**config.mk**
```make
export PLATFORM = sky130hd
export DESIGN_NAME = fir_n_tap_hardware_share
export DESIGN_NICKNAME = d
export VERILOG_FILES = /design/src/rtl/fir_n_tap_hardware_share.sv
export SDC_FILE = /design/constraint.sdc
export NUM_CORES = 1
export LEC_CHECK = 0
export CAP_MARGIN = 0
export CORE_MARGIN = 10
export CORE_UTILIZATION = 25
export DETAILED_ROUTE_END_ITERATION = 6
export PLACE_DENSITY_LB_ADDON = 0.05
export REMOVE_ABC_BUFFERS = 1
export SYNTH_ARGS = -nofsm -noshare
export SYNTH_HDL_FRONTEND = slang
export SYNTH_SLANG_ARGS = --single-unit
```
**constraint.sdc**
```tcl
create_clock -name clk -period 7.35 [get_ports clk]
set_clock_uncertainty 0.1 [all_clocks]
set_input_delay 1.8375 -clock clk [delete_from_list [all_inputs] [get_ports clk]]
set_output_delay 1.8375 -clock clk [all_outputs]
set_load 0.01 [all_outputs]
```
**src/rtl/fir_n_tap_hardware_share.sv**
```systemverilog
// fir_n_tap_hardware_share: time-multiplexed N-tap FIR with one shared MAC and programmable coefficients.
// Define FIR_ROUND_EN to round half up on the output instead of truncating toward -inf.
module fir_n_tap_hardware_share #(
    parameter int DATA_WIDTH           = 16,
    parameter int COEFF_WIDTH          = 16,
    parameter int COEFF_FRACTION_WIDTH = 15,
    parameter int NUM_TAPS             = 8,
    localparam int OUT_WIDTH  = DATA_WIDTH + COEFF_WIDTH - COEFF_FRACTION_WIDTH + $clog2(NUM_TAPS),
    localparam int ADDR_WIDTH = $clog2(NUM_TAPS)
) (
    input  logic                          clk,
    input  logic                          reset_n,
    input  logic signed [DATA_WIDTH-1:0]  i_data,
    input  logic                          i_data_valid,
    output logic                          o_data_ready,
    input  logic                          i_clear,
    input  logic                          i_coeff_we,
    input  logic [ADDR_WIDTH-1:0]         i_coeff_addr,
    input  logic signed [COEFF_WIDTH-1:0] i_coeff_data,
    output logic signed [OUT_WIDTH-1:0]   o_data_sum,
    output logic                          o_data_valid,
    output logic                          o_busy
);
    localparam int ACC_WIDTH  = DATA_WIDTH + COEFF_WIDTH + $clog2(NUM_TAPS);
    localparam int PROD_WIDTH = DATA_WIDTH + COEFF_WIDTH;

    typedef enum logic [1:0] {IDLE, MAC, DONE} state_t;

    state_t                         state;
    logic signed [DATA_WIDTH-1:0]   x [NUM_TAPS];
    logic signed [COEFF_WIDTH-1:0]  h [NUM_TAPS];
    logic signed [ACC_WIDTH-1:0]    acc;
    logic [ADDR_WIDTH-1:0]          k;
    logic signed [PROD_WIDTH-1:0]   prod;
    logic signed [ACC_WIDTH-1:0]    acc_next;
    logic signed [ACC_WIDTH-1:0]    acc_rnd;

    always_comb begin
        prod     = PROD_WIDTH'(x[k]) * PROD_WIDTH'(h[k]);
        acc_next = acc + ACC_WIDTH'(prod);
`ifdef FIR_ROUND_EN
        acc_rnd  = acc + (ACC_WIDTH'(1) <<< (COEFF_FRACTION_WIDTH - 1));
`else
        acc_rnd  = acc;
`endif
    end

    always_ff @(posedge clk or negedge reset_n) begin
        if (!reset_n) begin
            state        <= IDLE;
            x            <= '{default: '0};
            h            <= '{default: '0};
            acc          <= '0;
            k            <= '0;
            o_data_sum   <= '0;
            o_data_valid <= 1'b0;
            o_busy       <= 1'b0;
            o_data_ready <= 1'b1;
        end else begin
            o_data_valid <= 1'b0;
            // Writes land before the MAC reads h, so a same-cycle accept sees the new value
            if (i_coeff_we && state == IDLE)
                h[i_coeff_addr] <= i_coeff_data;
            if (i_clear) begin
                state        <= IDLE;
                x            <= '{default: '0};
                acc          <= '0;
                k            <= '0;
                o_busy       <= 1'b0;
                o_data_ready <= 1'b1;
            end else begin
                case (state)
                    IDLE: if (i_data_valid) begin
                        for (int i = NUM_TAPS - 1; i > 0; i--)
                            x[i] <= x[i-1];
                        x[0]         <= i_data;
                        acc          <= '0;
                        k            <= '0;
                        state        <= MAC;
                        o_busy       <= 1'b1;
                        o_data_ready <= 1'b0;
                    end
                    MAC: begin
                        acc <= acc_next;
                        k   <= k + 1'b1;
                        if (k == ADDR_WIDTH'(NUM_TAPS - 1))
                            state <= DONE;
                    end
                    DONE: begin
                        o_data_sum   <= OUT_WIDTH'(acc_rnd >>> COEFF_FRACTION_WIDTH);
                        o_data_valid <= 1'b1;
                        state        <= IDLE;
                        o_busy       <= 1'b0;
                        o_data_ready <= 1'b1;
                    end
                    default: state <= IDLE;
                endcase
            end
        end
    end
endmodule

```
# After elaboration in Yosys (flattened, before gate mapping)

Index checks and enable logic that the tools add are counted.

Memory bits (writable): 0
Logic and storage cells: 79
Register bits after elaboration: 319
Memory bits (read-only): 0
Bits in latches: 0
Output and inout bits: 23
Input bits: 40
Memories kept: 0

Multiplexer cells: 30
Bitwise gates (word level): 3
Div/mod/pow operators: 0
Reduce and logical (&&, ||, !) cells: 12
Add/sub/neg operators: 2
Multiply operators: 1
Magnitude comparators: 3
Equal/unequal tests: 5
Shifts and indexed selects: 0

Operator list:

| cell                  | number |
|---|---|
| $mux W128             | 3 |
| $bwmux W128           | 1 |
| $bmux W16 S3          | 2 |
| $mux W16              | 5 |
| $mux W35              | 2 |
| $pmux W35 S2          | 1 |
| $demux W16 S3         | 1 |
| $add A35 B32 Y35      | 1 |
| $mul A16 B16 Y32      | 1 |
| $reduce_and A2 Y1     | 5 |
| $ge A4 B4 Y1 const B  | 2 |
| $not A3 Y4            | 2 |
| $mux W1               | 6 |
| $mux W2               | 3 |
| $mux W3               | 2 |
| $ne A3 B3 Y1 const B  | 2 |
| $pmux W3 S2           | 1 |
| $reduce_bool A3 Y1    | 2 |
| $lt A4 B1 Y1 const B  | 1 |
| $pmux W1 S2           | 2 |
| $pmux W2 S2           | 1 |
| $reduce_bool A2 Y1    | 2 |
| $add A3 B1 Y3 const B | 1 |
| $eq A3 B3 Y1 const B  | 1 |
| 5 further kinds       | 6 |

# Logic depth before layout (Yosys ltp)

Gate-level depths: netlist (run 1).

Depth in word-level cells: 8
Mapped depth: 27
Gate-level depth less buffers: 24

# Worst setup path after synthesis (run 1)

OpenSTA, ideal clock, no wires.

Kind: reg2reg
Start point: register k[0]
End point: register acc[27]
Path slack: 85 ps
Data required time: 7,128 ps
Stages on the path, launching flop included: 27
Clock period less this slack: 7,265 ps
Arrival: 7,043 ps
Setup time: 122 ps
Cells stage by stage: dfrtp_1 > buf_4 > buf_2 > mux4_2 > mux2i_1 > buf_2 > nor2_1 > fa_1 > inv_1 > fa_1 > fa_1 > inv_1 > fa_1 > fa_1 > inv_1 > fa_1 > inv_1 > ha_1 > buf_6 > a21oi_1 > o21ai_1 > a221oi_2 > a2bb2oi_2 > a21oi_2 > o21a_1 > or3_1 > a32o_1

Word-level cells in the longest chain between the ends: 8
Elaborated cells on any way between the ends: 11
Classes of those cells: add/sub: 1; mul: 1; mux: 8; bitwise: 1

RTL lines:

| element                                     | RTL line | source |
|---|---|---|
| from (decl)                                 | 33       | `logic [ADDR_WIDTH-1:0] k;` |
| from (signal assigned)                      | 85       | `k <= k + 1'b1;` |
| $not A3 Y4 (not written as such) (*)        | 39       | `prod = PROD_WIDTH'(x[k]) * PROD_WIDTH'(h[k]);` |
| $bmux W16 S3                                | 39       |  |
| $mux W16 (not written as such) (2 in a row) | 39       |  |
| $mul A16 B16 Y32 (*)                        | 39       |  |
| $add A35 B32 Y35 (*)                        | 40       | `acc_next = acc + ACC_WIDTH'(prod);` |
| $pmux W35 S2 (*)                            | 72       | `case (state)` |
| $mux W35 (*)                                | 64       | `if (i_clear) begin` |
| to (signal assigned)                        | 84       | `acc <= acc_next;` |
| to (decl)                                   | 32       | `logic signed [ACC_WIDTH-1:0] acc;` |

Mark *: on every way between the ends. The rest lies on a longest branch, timed or not. The select of a mux whose other input is x is not followed.
A chain may end at the register's enable or synchronous reset.

# Final worst setup path (run 1)

Start point: register k[0]
End point: register acc[32]

The elaborated chain is that of the path after synthesis.

==> flow_metrics.env, run 1 <==
export IMPL_outcome="finished, final reports clean"
export IMPL_post_route_period_util_pct=99.1
export IMPL_yosysSeqAreaShare_pct=32.2
export IMPL_antenna_left=0
export IMPL_overflow=0
export IMPL_p_per_area_nw_per_um2=419
export IMPL_grt_pass1_wl_mm=117
export IMPL_slowest_delay_ns=0.53
export IMPL_ios=63
export IMPL_dp_cells=3562
export IMPL_final_fill_count=10013
export IMPL_ys_async_sr_fraction_pct=100
export IMPL_rsz0062_at_grt="yes"
export IMPL_worst_pin_slew_ns=1.13
export IMPL_endpoint_kind="register"
export IMPL_slew_viol_final=0
export IMPL_vdd_drop_max_mv=0.348
export IMPL_worstSetupPathType="reg -> reg"
export IMPL_min_period_ns=7.28
export IMPL_wirelength_mm=77.6
export IMPL_leakagePower_nw=14.5
export IMPL_die_x_um=335
export IMPL_yosysUniqueCellTypes=67
export IMPL_start_util_pct=25.2
export IMPL_drive_gt1_share_pct=27.8
export IMPL_path_clk_slew_ns=0.06
export IMPL_n_antenna_cell=0
export IMPL_power_mw=13.0
export IMPL_drt_iter0_markers=809
export IMPL_layout_nets=2823
export IMPL_start_kind="register"
export IMPL_slew_headroom_pct=24.5
export IMPL_clock_sinks=319
export IMPL_r2r_setup_slack_ns=0.07
export IMPL_placementRows=115
export IMPL_synth_edf_count=0
export IMPL_synthFlopType="dfrtp_1"
export IMPL_slowest_stage="mux4_2"
export IMPL_gr_usage_all_layers_pct=13.7
export IMPL_final_cell_mix="inv_1 (357), dfrtp_1 (315), fa_1 (298)"
export IMPL_numPortBuffers=62
export IMPL_cts_hold_buf=0
export IMPL_worst_path_buf_inv=9
export IMPL_drc=0
export IMPL_ys_ff_latch=319
export IMPL_setup_viol=0
export IMPL_cts_buffers=43
export IMPL_cp_data_required_time_ns=7.70
export IMPL_final_common_cell="inv_1"
export IMPL_dieHeight_um=335
export IMPL_clockBufferDepth=3
export IMPL_place_hpwl_mm=56.2
export IMPL_cp_arrival_ns=7.63
export IMPL_dieArea_sq_um=112000
export IMPL_core_sq_um=98300
export IMPL_timing_fmax_mhz=137
export IMPL_viasPerCell=4.46
export IMPL_root_buffer="clkbuf_16"
export IMPL_crit_fanout=7
export IMPL_synth_cells=2107
export IMPL_cp_top_family="adder cells"
export IMPL_timing_critical_path_mode_cell="fa_1"
export IMPL_grt_max_degree=149
export IMPL_multi_input_area_sq_um=15700
export IMPL_hold_viol=0
export IMPL_clk_latency_ns=0.60
export IMPL_dr_pass1_iters=5
export IMPL_syn_cell_area_sq_um=24800
export IMPL_syn_to_final_growth_pct=25.4
export IMPL_final_cells=3686
export IMPL_seqCellArea_sq_um=7990
export IMPL_place_gp_congestion=0.769
export IMPL_min_path_type="reg -> reg"
export IMPL_cts_htree_levels=2
export IMPL_synth_warnings=0
export IMPL_grt_antenna_before_repair=0
export IMPL_cts_tree="built"
export IMPL_grt_pass1_vias=18644
export IMPL_vias=16448
export IMPL_final_core_util_pct=31.6
export IMPL_drv_cap=0
export IMPL_avgRoutedWirePerCell_um=21.1
export IMPL_syn_area_per_cell_sq_um=11.8
==> repair_timing <==
action                                 in CTS  in global routing
setup endpoints to repair                   8                 11
endpoints found under the hold margin       0                  0
gates resized for setup                    44                 91
gates cloned                                2                  6
pin swaps                                  10                 36
buffers inserted                           11                 29
==> worst min-delay path, stage by stage, from the launching register on <==
cell	delay, ns
dfstp_2	0.38
nand2_1	0.05
nand2_1	0.05
==> where the power goes <==
| part | internal [mW] | switching, mW | leakage, nW |
|---|---|---|---|
| logic | 4.10 | 4.58 | 9.66 |
| registers | 2.01 | 0.142 | 4.19 |
| clock network | 1.30 | 0.865 | 0.705 |
==> sequential cells by signal, summed over array words and instances, names as in the netlist <==
register,cells
o_data_valid,1
o_data_ready,1
o_busy,1
state,2
h,128
o_data_sum,20
k,3
acc,35
x,128
==> cell families after synthesis <==
kind of cell	Yosys count	share of synthesized area (%)
compound gates	250	8.15
xor+xnor	31	1.10
fa+ha+maj	416	30.4
buf+inv	456	7.14
flops	319	32.2
mux	262	14.7
simple gates	373	6.20
==> synth_stat cells (all sizes together) (2+ instances only) <==
| cell | number | area [sq um] |
|---|---|---|
| a211oi | 4 | 40.0 |
| a21o | 11 | 83.8 |
| a21oi | 28 | 151 |
| a22o | 136 | 1190 |
| a31o | 2 | 17.5 |
| a32o | 5 | 50.1 |
| a41oi | 2 | 25.0 |
| and2 | 8 | 51.3 |
| and3 | 6 | 38.8 |
| buf | 36 | 191 |
| clkbuf | 56 | 210 |
| dfrtp | 318 | 7960 |
| fa | 310 | 6210 |
| ha | 106 | 1330 |
| inv | 364 | 1370 |
| mux2 | 172 | 1940 |
| mux2i | 26 | 273 |
| mux4 | 64 | 1440 |
| nand2 | 163 | 612 |
| nand2b | 5 | 31.3 |
| nand3 | 8 | 40.0 |
| nand3b | 2 | 15.0 |
| nand4 | 4 | 25.0 |
| nor2 | 154 | 581 |
| nor2b | 5 | 31.3 |
| nor3 | 7 | 35.0 |
| o211ai | 4 | 35.0 |
| o21a | 6 | 46.3 |
| o21ai | 33 | 173 |
| o21bai | 5 | 41.3 |
| o31ai | 5 | 37.5 |
| or2 | 2 | 12.5 |
| or3 | 4 | 25.0 |
| xnor2 | 20 | 175 |
| xor2 | 11 | 96.3 |
==> metrics by stage <==
step	TNS (ns)	instance area (sq um)	worst slack (ns)	hold WS [ns]
2_1_floorplan	-698.36	24400	-5.17	0.355
3_3_place_gp	-0.823	28400	-0.151	0.370
4_1_cts	0	30200	0.0112	0.378
6_report	0	31000	0.0687	0.379
3_5_place_dp	-0.876	28400	-0.160	0.367
5_1_grt	-0.649	31000	-0.148	0.386
==> per-layer routing <==
layer	up-vias	global-route usage (%)	share of wire [%]
li1	7474	-	-
met1	8680	18.5	47
met2	228	23.2	48
met3	66	2.14	3.4
met4	0	2.90	1.7
met5	-	0	0
==> path summary, 6_finish.rpt <==
kind / from / endpoint / cells after the start
max: k[0]$_DFFE_PN0P_ / acc[32]$_DFFE_PN0P_ / 27
max reg2reg: k[0]$_DFFE_PN0P_ / acc[32]$_DFFE_PN0P_ / 27
min reg2reg: o_data_ready$_DFFE_PN1P_ / o_data_ready$_DFFE_PN1P_ / 2
max in group asynchronous: reset_n / k[1]$_DFFE_PN0P_ / 2
min: o_data_ready$_DFFE_PN1P_ / o_data_ready$_DFFE_PN1P_ / 2
min in group asynchronous: reset_n / h[102]$_DFFE_PN0P_ / 1
==> final cells by class <==
class	instances	share of cell area, %
repair buffers	304	9.53
flip-flops and latches	319	25.7
inverters	364	4.42
multi-input cells	1335	50.5
well taps	1287	5.19
clock buffers	60	4.03
clock inverters	17	0.633
(Power assumes the default switching activity.)
==> run 2: changes to the inputs <==
--- a/constraint.sdc
+++ b/constraint.sdc
@@ -3,3 +3,3 @@
 set_input_delay 1.8375 -clock clk [delete_from_list [all_inputs] [get_ports clk]]
 set_output_delay 1.8375 -clock clk [all_outputs]
-set_load 0.01 [all_outputs]
+set_load 0.02 [all_outputs]
==> results of run 2 <==
Same layout as run 1 (identical final DEF). Status: finished, final reports clean.
